===== src/rtl/capture_pkg.sv =====
// Shared types and constants for the DSO capture controller.
// The controller walks IDLE -> PRE -> ARMED -> POST -> IDLE; the trigger
// mode field of trig_cfg selects autoroll, normal or off.
package capture_pkg;

    typedef enum logic [1:0] {
        IDLE  = 2'd0,
        PRE   = 2'd1,
        ARMED = 2'd2,
        POST  = 2'd3
    } cap_state_t;

    localparam logic [1:0] MODE_AUTO = 2'b10;
    localparam logic [1:0] MODE_NORM = 2'b01;

    // A capture may only run while the mode field selects autoroll or normal.
    function automatic logic mode_active(input logic [1:0] mode);
        return (mode == MODE_AUTO) || (mode == MODE_NORM);
    endfunction

endpackage


===== src/rtl/capture_ctrl_p_if.sv =====
// Sample RAM write port driven by the capture controller: one shared write
// address, one write strobe per channel RAM and a common RAM enable.
interface capture_ctrl_p_if #(
    parameter int ADDR_W = 9,
    parameter int NUM_CH = 3
);

    logic [ADDR_W-1:0] addr;
    logic [NUM_CH-1:0] we;
    logic              en;

    modport master (output addr, we, en);
    modport slave  (input  addr, we, en);

endinterface


===== src/rtl/dec_strobe.sv =====
// Sample-rate decimator: emits one strobe every 2^decimator_reg clocks while
// run is high. clr restarts the count so the first strobe of a capture lands
// exactly 2^decimator_reg clocks after the capture starts.
module dec_strobe #(
    parameter int DEC_W = 4
) (
    input  logic             clk,
    input  logic             rst,
    input  logic             clr,
    input  logic             run,
    input  logic [DEC_W-1:0] decimator_reg,
    output logic             strobe
);

    // Wide enough to count up to 2^(2^DEC_W - 1) - 1 for the largest exponent.
    localparam int CNT_W = (1 << DEC_W) - 1;

    logic [CNT_W-1:0] dec_cnt;
    logic [CNT_W:0]   period;
    logic [CNT_W-1:0] limit;

    // Terminal count is 2^decimator_reg - 1; exponent 0 gives a strobe every clk.
    always_comb begin
        period = {{CNT_W{1'b0}}, 1'b1} << decimator_reg;
        limit  = CNT_W'(period - {{CNT_W{1'b0}}, 1'b1});
        strobe = run && (dec_cnt == limit);
    end

    // Free-running counter that wraps to zero on every strobe.
    always_ff @(posedge clk) begin
        if (rst || clr) begin
            dec_cnt <= '0;
        end else if (run) begin
            if (strobe) begin
                dec_cnt <= '0;
            end else begin
                dec_cnt <= dec_cnt + CNT_W'(1);
            end
        end
    end

endmodule


===== src/rtl/capture_ctrl_p.sv =====
// Capture sequencer for a circular multi-channel sample RAM. Fills the
// pre-trigger window, arms, waits for a trigger (or forces one after an
// autoroll timeout), records the post-trigger window and reports where the
// trace ends. Dropping the trigger mode aborts a capture at any point.
module capture_ctrl_p
    import capture_pkg::*;
#(
    parameter int ADDR_W = 9,
    parameter int NUM_CH = 3,
    parameter int DEC_W  = 4
) (
    input  logic              clk,
    input  logic              rst,
    input  logic [7:0]        trig_cfg,
    input  logic [ADDR_W-1:0] trig_pos,
    input  logic [DEC_W-1:0]  decimator_reg,
    input  logic [NUM_CH-1:0] ch_mask,
    input  logic              triggered,
    input  logic              rd_busy,
    input  logic              clr_capture_done,
    output logic              trig_en,
    output logic              armed,
    output logic              capture_done,
    output logic              trig_forced,
    output logic [ADDR_W-1:0] trace_end,
    capture_ctrl_p_if.master  ram
);

    localparam logic [ADDR_W:0] DEPTH = {1'b1, {ADDR_W{1'b0}}};

    cap_state_t        state;
    cap_state_t        state_next;

    logic [1:0]        mode;
    logic              mode_ok;
    logic              is_auto;
    logic              unused_cfg;

    logic              strobe;
    logic              run;

    logic [ADDR_W-1:0] addr;
    logic [ADDR_W:0]   smpl_cnt;
    logic [ADDR_W:0]   to_cnt;
    logic [ADDR_W-1:0] post_cnt;

    logic [ADDR_W:0]   pre_target;
    logic [ADDR_W:0]   smpl_cnt_inc;
    logic [ADDR_W:0]   to_cnt_inc;

    logic              start;
    logic              do_write;
    logic              arm_now;
    logic              force_now;
    logic              done_now;
    logic              abort;

    // Only the mode field of trig_cfg matters to the sequencer.
    assign mode       = trig_cfg[3:2];
    assign mode_ok    = mode_active(mode);
    assign is_auto    = (mode == MODE_AUTO);
    assign trig_en    = mode_ok;
    assign unused_cfg = ^{trig_cfg[7:4], trig_cfg[1:0]};

    assign run        = (state != IDLE);

    // The pre-trigger window is whatever part of the RAM the post window leaves.
    assign pre_target   = DEPTH - {1'b0, trig_pos};
    assign smpl_cnt_inc = smpl_cnt + (ADDR_W+1)'(1);
    assign to_cnt_inc   = to_cnt + (ADDR_W+1)'(1);

    dec_strobe #(
        .DEC_W(DEC_W)
    ) u_dec (
        .clk          (clk),
        .rst          (rst),
        .clr          (start),
        .run          (run),
        .decimator_reg(decimator_reg),
        .strobe       (strobe)
    );

    // State register.
    always_ff @(posedge clk) begin
        if (rst) begin
            state <= IDLE;
        end else begin
            state <= state_next;
        end
    end

    // Next-state decode plus the per-cycle actions the datapath carries out.
    always_comb begin
        state_next = state;
        start      = 1'b0;
        do_write   = 1'b0;
        arm_now    = 1'b0;
        force_now  = 1'b0;
        done_now   = 1'b0;
        abort      = 1'b0;

        case (state)
            IDLE: begin
                if (mode_ok && !rd_busy && !capture_done) begin
                    start      = 1'b1;
                    state_next = PRE;
                end
            end

            PRE: begin
                if (!mode_ok) begin
                    abort      = 1'b1;
                    state_next = IDLE;
                end else if (strobe) begin
                    do_write = 1'b1;
                    if (smpl_cnt_inc == pre_target) begin
                        arm_now    = 1'b1;
                        state_next = ARMED;
                    end
                end
            end

            ARMED: begin
                if (!mode_ok) begin
                    abort      = 1'b1;
                    state_next = IDLE;
                end else begin
                    do_write = strobe;
                    if (triggered) begin
                        state_next = POST;
                    end else if (is_auto && strobe && (to_cnt_inc == DEPTH)) begin
                        force_now  = 1'b1;
                        state_next = POST;
                    end
                end
            end

            POST: begin
                if (!mode_ok) begin
                    abort      = 1'b1;
                    state_next = IDLE;
                end else if (post_cnt == trig_pos) begin
                    done_now   = 1'b1;
                    state_next = IDLE;
                end else if (strobe) begin
                    do_write = 1'b1;
                end
            end

            default: begin
                state_next = IDLE;
            end
        endcase
    end

    // RAM write port: every enabled channel is strobed together at the shared address.
    always_comb begin
        ram.addr = addr;
        ram.we   = do_write ? ch_mask : '0;
        ram.en   = |ram.we;
    end

    // Address, window counters and the sticky status flags.
    always_ff @(posedge clk) begin
        if (rst) begin
            addr         <= '0;
            smpl_cnt     <= '0;
            to_cnt       <= '0;
            post_cnt     <= '0;
            armed        <= 1'b0;
            capture_done <= 1'b0;
            trig_forced  <= 1'b0;
            trace_end    <= '0;
        end else begin
            if (start) begin
                addr        <= '0;
                smpl_cnt    <= '0;
                to_cnt      <= '0;
                post_cnt    <= '0;
                trig_forced <= 1'b0;
                armed       <= 1'b0;
            end

            if (do_write) begin
                addr <= addr + ADDR_W'(1);
            end

            if (do_write && (state == PRE)) begin
                smpl_cnt <= smpl_cnt_inc;
            end

            if (do_write && (state == POST)) begin
                post_cnt <= post_cnt + ADDR_W'(1);
            end

            if ((state == ARMED) && is_auto && strobe) begin
                to_cnt <= to_cnt_inc;
            end

            if (arm_now) begin
                armed <= 1'b1;
            end

            if (force_now) begin
                trig_forced <= 1'b1;
            end

            if (done_now) begin
                trace_end <= addr - ADDR_W'(1);
            end

            if (done_now || abort) begin
                armed <= 1'b0;
            end

            if (done_now) begin
                capture_done <= 1'b1;
            end else if (clr_capture_done) begin
                capture_done <= 1'b0;
            end
        end
    end

endmodule


===== src/flat_wrapper.sv =====
// flat-port wrapper written by rule: the top's interface ports become plain ports
module capture_ctrl_p_flat import capture_pkg::*;
#(
    parameter int ADDR_W = 9,
    parameter int NUM_CH = 3,
    parameter int DEC_W  = 4
)
  (clk, rst, trig_cfg, trig_pos, decimator_reg, ch_mask, triggered, rd_busy, clr_capture_done, trig_en, armed, capture_done, trig_forced, trace_end, ram_addr, ram_we, ram_en);
  capture_ctrl_p_if #(.ADDR_W(ADDR_W), .NUM_CH(NUM_CH)) ram_i ();
  input  logic clk;
  input  logic rst;
  input  logic [7:0] trig_cfg;
  input  logic [ADDR_W-1:0] trig_pos;
  input  logic [DEC_W-1:0] decimator_reg;
  input  logic [NUM_CH-1:0] ch_mask;
  input  logic triggered;
  input  logic rd_busy;
  input  logic clr_capture_done;
  output logic trig_en;
  output logic armed;
  output logic capture_done;
  output logic trig_forced;
  output logic [ADDR_W-1:0] trace_end;
  output wire logic [$bits(ram_i.addr)-1:0] ram_addr;
  output wire logic [$bits(ram_i.we)-1:0] ram_we;
  output wire logic [$bits(ram_i.en)-1:0] ram_en;
  assign ram_addr = ram_i.addr;
  assign ram_we = ram_i.we;
  assign ram_en = ram_i.en;
  capture_ctrl_p #(.ADDR_W(ADDR_W), .NUM_CH(NUM_CH), .DEC_W(DEC_W)) u_core (.clk(clk), .rst(rst), .trig_cfg(trig_cfg), .trig_pos(trig_pos), .decimator_reg(decimator_reg), .ch_mask(ch_mask), .triggered(triggered), .rd_busy(rd_busy), .clr_capture_done(clr_capture_done), .trig_en(trig_en), .armed(armed), .capture_done(capture_done), .trig_forced(trig_forced), .trace_end(trace_end), .ram(ram_i));
endmodule

===== config.mk =====
export PLATFORM = sky130hd
export DESIGN_NAME = capture_ctrl_p_flat
export DESIGN_NICKNAME = d
export VERILOG_FILES = /design/src/rtl/capture_pkg.sv /design/src/rtl/capture_ctrl_p_if.sv /design/src/rtl/dec_strobe.sv /design/src/rtl/capture_ctrl_p.sv /design/src/flat_wrapper.sv
export SDC_FILE = /design/constraint.sdc
export NUM_CORES = 1
export LEC_CHECK = 0
export CORE_MARGIN = 5
export CORE_UTILIZATION = 57
export DETAILED_ROUTE_END_ITERATION = 6
export PLACE_DENSITY = 0.89
export SLEW_MARGIN = 20
export SYNTH_ARGS = -nofsm -noshare
export SYNTH_HDL_FRONTEND = slang
export SYNTH_SLANG_ARGS = --single-unit
export TNS_END_PERCENT = 50

===== constraint.sdc =====
create_clock -name clk -period 6.1 [get_ports clk]
set_input_delay 1.22 -clock clk [delete_from_list [all_inputs] [get_ports clk]]
set_output_delay 1.22 -clock clk [all_outputs]
set_load 0.01 [all_outputs]

==> impl_metrics.csv <==
group,metric,value,unit
sta,finalSetupViolCount,0,
placed_design,placedCellCount,720,
power,power.total,962.3,uW
yosys,syn_avg_cell_area,7.685,sq um
power,p_int,712.2,uW
sta,hold_viol,0,
sta,setup_slack,0.3141,ns
layout,fillers,600,
clocking,clock_sinks,67,
placed_design,place_area,5087,sq um
routing,drc,0,
global_routing,use_met1,0.2923,
worst_setup_path,critPathRequiredTime,4.88,ns
global_routing,grt_pass1_vias,4133,
placed_design,place_ws,0.2055,ns
placed_design,port_buffers,48,
routing,dr.pass1.iters,5,
yosys,ys_types,66,
clocking,root_buffer,"clkbuf_8",
sta,finalSetupTns,0,ns
power,switching_share,0.2599,
floorplanning,core_area,7767,sq um
clocking,cts_tree,"done",
global_routing,grt_pass1_wl,18.85,mm
clocking,clk_pin_slew,0.06,ns
sta,tightest_slew,1.059,ns
floorplanning,rows,32,
outcome,status,"complete, no violations",
yosys,synth_area,4588,sq um
floorplanning,io_pins,55,
floorplanning,dieArea,9944,sq um
worst_setup_path,slowest_delay,0.54,ns
routing,via_per_inst,6.155,
power,leakagePower,0.001816,uW
worst_setup_path,slowest_stage,"clkdlybuf4s50_1",
layout,area_delta_synth_final,15.68,%
yosys,netlist_instances,597,
clocking,ctsResizeCount,0,
worst_setup_path,start_kind,"input pin",
power,clockPowerShare,0.425,
global_routing,grt_overflow,0,
yosys,synth_edf_count,0,
worst_setup_path,cp-end-kind,"output port",
floorplanning,die_h,99.72,microns
clocking,htree_levels,3,
power,peakVddDrop,0.1393,mV
sta,clock_skew,0.01198,ns
routing,antenna_left,0,
yosys,synthFlopType,"dfxtp_1",
power,p_seq_frac,0.462,
worst_hold_path,hp-class,"register to register",
layout,num-nets-final,668,
power,p_switching,250.1,uW
layout,regArea,1341,sq um
sta,drv_slew,0,
layout,drive_gt1_frac,0.06477,
global_routing,gr-usage-met3,0.04418,
worst_setup_path,r2r-start,"u_core.u_dec.dec_cnt[12]$_SDFFE_PP0N_",
worst_setup_path,cp_top_family,"simple AND/OR/NAND/NOR gates",
yosys,syn_nets,636,
routing,vias,4524,
clocking,clock_latency,0.35,ns
routing,first_iter_violations,362,
worst_setup_path,crit_type,"input pin to output port",
global_routing,grt_max_degree,60,
worst_setup_path,critPathMaxFanout,11,
power,power_density,181.3,nW/um^2
placed_design,place.gp.congestion,0.8927,
flow_run,cap_violations,0,
layout,diodes,0,
worst_setup_path,critPathLaunch,"decimator_reg[3]",
placed_design,hpwl,7.836,mm
layout,multiInputGateArea,3037,sq um
global_routing,antenna_found_initial,0,
sta,period_needed,5.786,ns
yosys,synth.top_cell.area_share,0.2923,
worst_setup_path,crit_arrival,4.57,ns
floorplanning,start_util,0.5907,
worst_setup_path,cp_num_buf_inv,2,
yosys,ys_ff_latch,67,
layout,stdcell_area,5308,sq um
routing,routedWlPerCell,15.17,microns
yosys,ys_seq_area_frac,0.2923,
global_routing,grt_usage,0.2263,
clocking,cts_buffers,9,
layout,final_cell_mix,"nor2_1 (68), dfxtp_1 (67), nand2_1 (51)",
sta,period_share,0.9485,
sta,relSlewSlack,0.2942,
clocking,hold_buffers,0,
global_routing,grtUsageMet2,0.3740,
floorplanning,dieWidth,99.72,microns
worst_hold_path,hp-start,"u_core.trig_forced$_SDFFE_PP0P_",
layout,layout.cells.non_filler,735,
yosys,yosys-top-cells-area,"dfxtp_1 (29%), xnor2_1 (6.3%), nor2_1 (5.6%)",
layout,layout_commonest_cell,"nor2_1",
yosys,synth_top_area_cell,"dfxtp_1",
sta,fmax,172.8,MHz
worst_setup_path,path_cells,"clkdlybuf4s50_1 -> nor3_4 -> nand2b_1 -> ha_1 -> xnor2_1 -> xnor2_1 -> a2111oi_2 -> o2111ai_2 -> nor4_4 -> and2_1 -> clkdlybuf4s50_1",
yosys,yosysWarningCount,0,
clocking,clk_path_buf_depth,2,
clocking,post_cts_buffers,0,
global_routing,busiest_layer,"met2",
power,p_comb_frac,0.113,
yosys,async_reset_ff_frac,0,
sta,rsz0062_at_grt,"false",
routing,routed_wl,11.15,mm
==> cells in the mapped netlist, drive strengths merged (3+ instances only) <==
library cell,number
o211ai,5
o21ai,21
and3,16
nand3b,17
or3,10
a2111oi,11
nor3,17
a21oi,32
clkbuf,25
a31oi,18
xor2,23
nor4b,4
buf,11
or2,8
nand2b,19
and2,6
nand2,51
nor3b,8
nor2b,4
nand4,9
ha,10
nor4,11
nor2,68
dfxtp,67
o21a,3
nand3,35
inv,12
xnor2,33
a211oi,3
or4,7
a21o,5
==> area by class of cell <==
class / count / share of cell area
inverter: 12 / 0.008487
clock inverter: 6 / 0.01697
clock buffer: 9 / 0.02334
tap: 102 / 0.02405
sequential: 67 / 0.2527
multi-input combinational: 482 / 0.5721
timing repair buffer: 57 / 0.1023
==> routing by layer <==
metal / vias to the layer above / routed length [microns]
li1: 2215 / -
met1: 2162 / 4952
met2: 134 / 5423
met3: 13 / 657
met5: - / 0
met4: 0 / 116
==> tightest hold or removal path, delay by kind of cell, from the launching register on <==
kind	cells	cell delay, ns
AND/OR/NAND/NOR	1	0.05
AO/OA/AOI/OAI	1	0.05
flip-flops	1	0.32
==> sequential cells by signal, indices dropped and copies added, names as in the netlist <==
signal / flops
u_core.smpl_cnt: 10
u_core.trace_end: 9
u_core.trig_forced: 1
u_core.armed: 1
u_core.capture_done: 1
u_core.u_dec.dec_cnt: 15
u_core.ram.addr: 9
u_core.post_cnt: 9
u_core.state: 2
u_core.to_cnt: 10
==> worst paths after layout <==
check / slack (ns) / cells after the start / to
worst min register to register: 0.47 / 2 / u_core.trig_forced$_SDFFE_PP0P_
worst max-delay path: 0.31 / 11 / ram_we[0]
worst max register to register: 2.85 / 8 / u_core.u_dec.dec_cnt[12]$_SDFFE_PP0N_
worst min-delay path: 0.47 / 2 / u_core.trig_forced$_SDFFE_PP0P_
==> cells by family after synthesis <==
family	share of synthesized area
compound gates	0.1680
flops	0.2923
mux	0.004363
xor+xnor	0.1118
simple gates	0.3491
buf+inv	0.04717
fa+ha+maj	0.02727
==> power by group through the flow <==
stage	Sequential, uW	Combinational [uW]	Clock [uW]
finish	445	109	409
global placement	455	104	0
floorplan	452	75.1	0
CTS	444	108	414
detailed placement	455	107	0
global route	445	119	437
==> stage by stage <==
stage               hold WS [ns]    util
floorplan                 0.4678       -
global route              0.4967  0.6833
global placement          0.4627  0.6550
CTS                       0.4778  0.6825
detailed placement        0.4681  0.6550
finish                    0.4684  0.6833
Note: power is estimated with default switching activity, not from simulation.
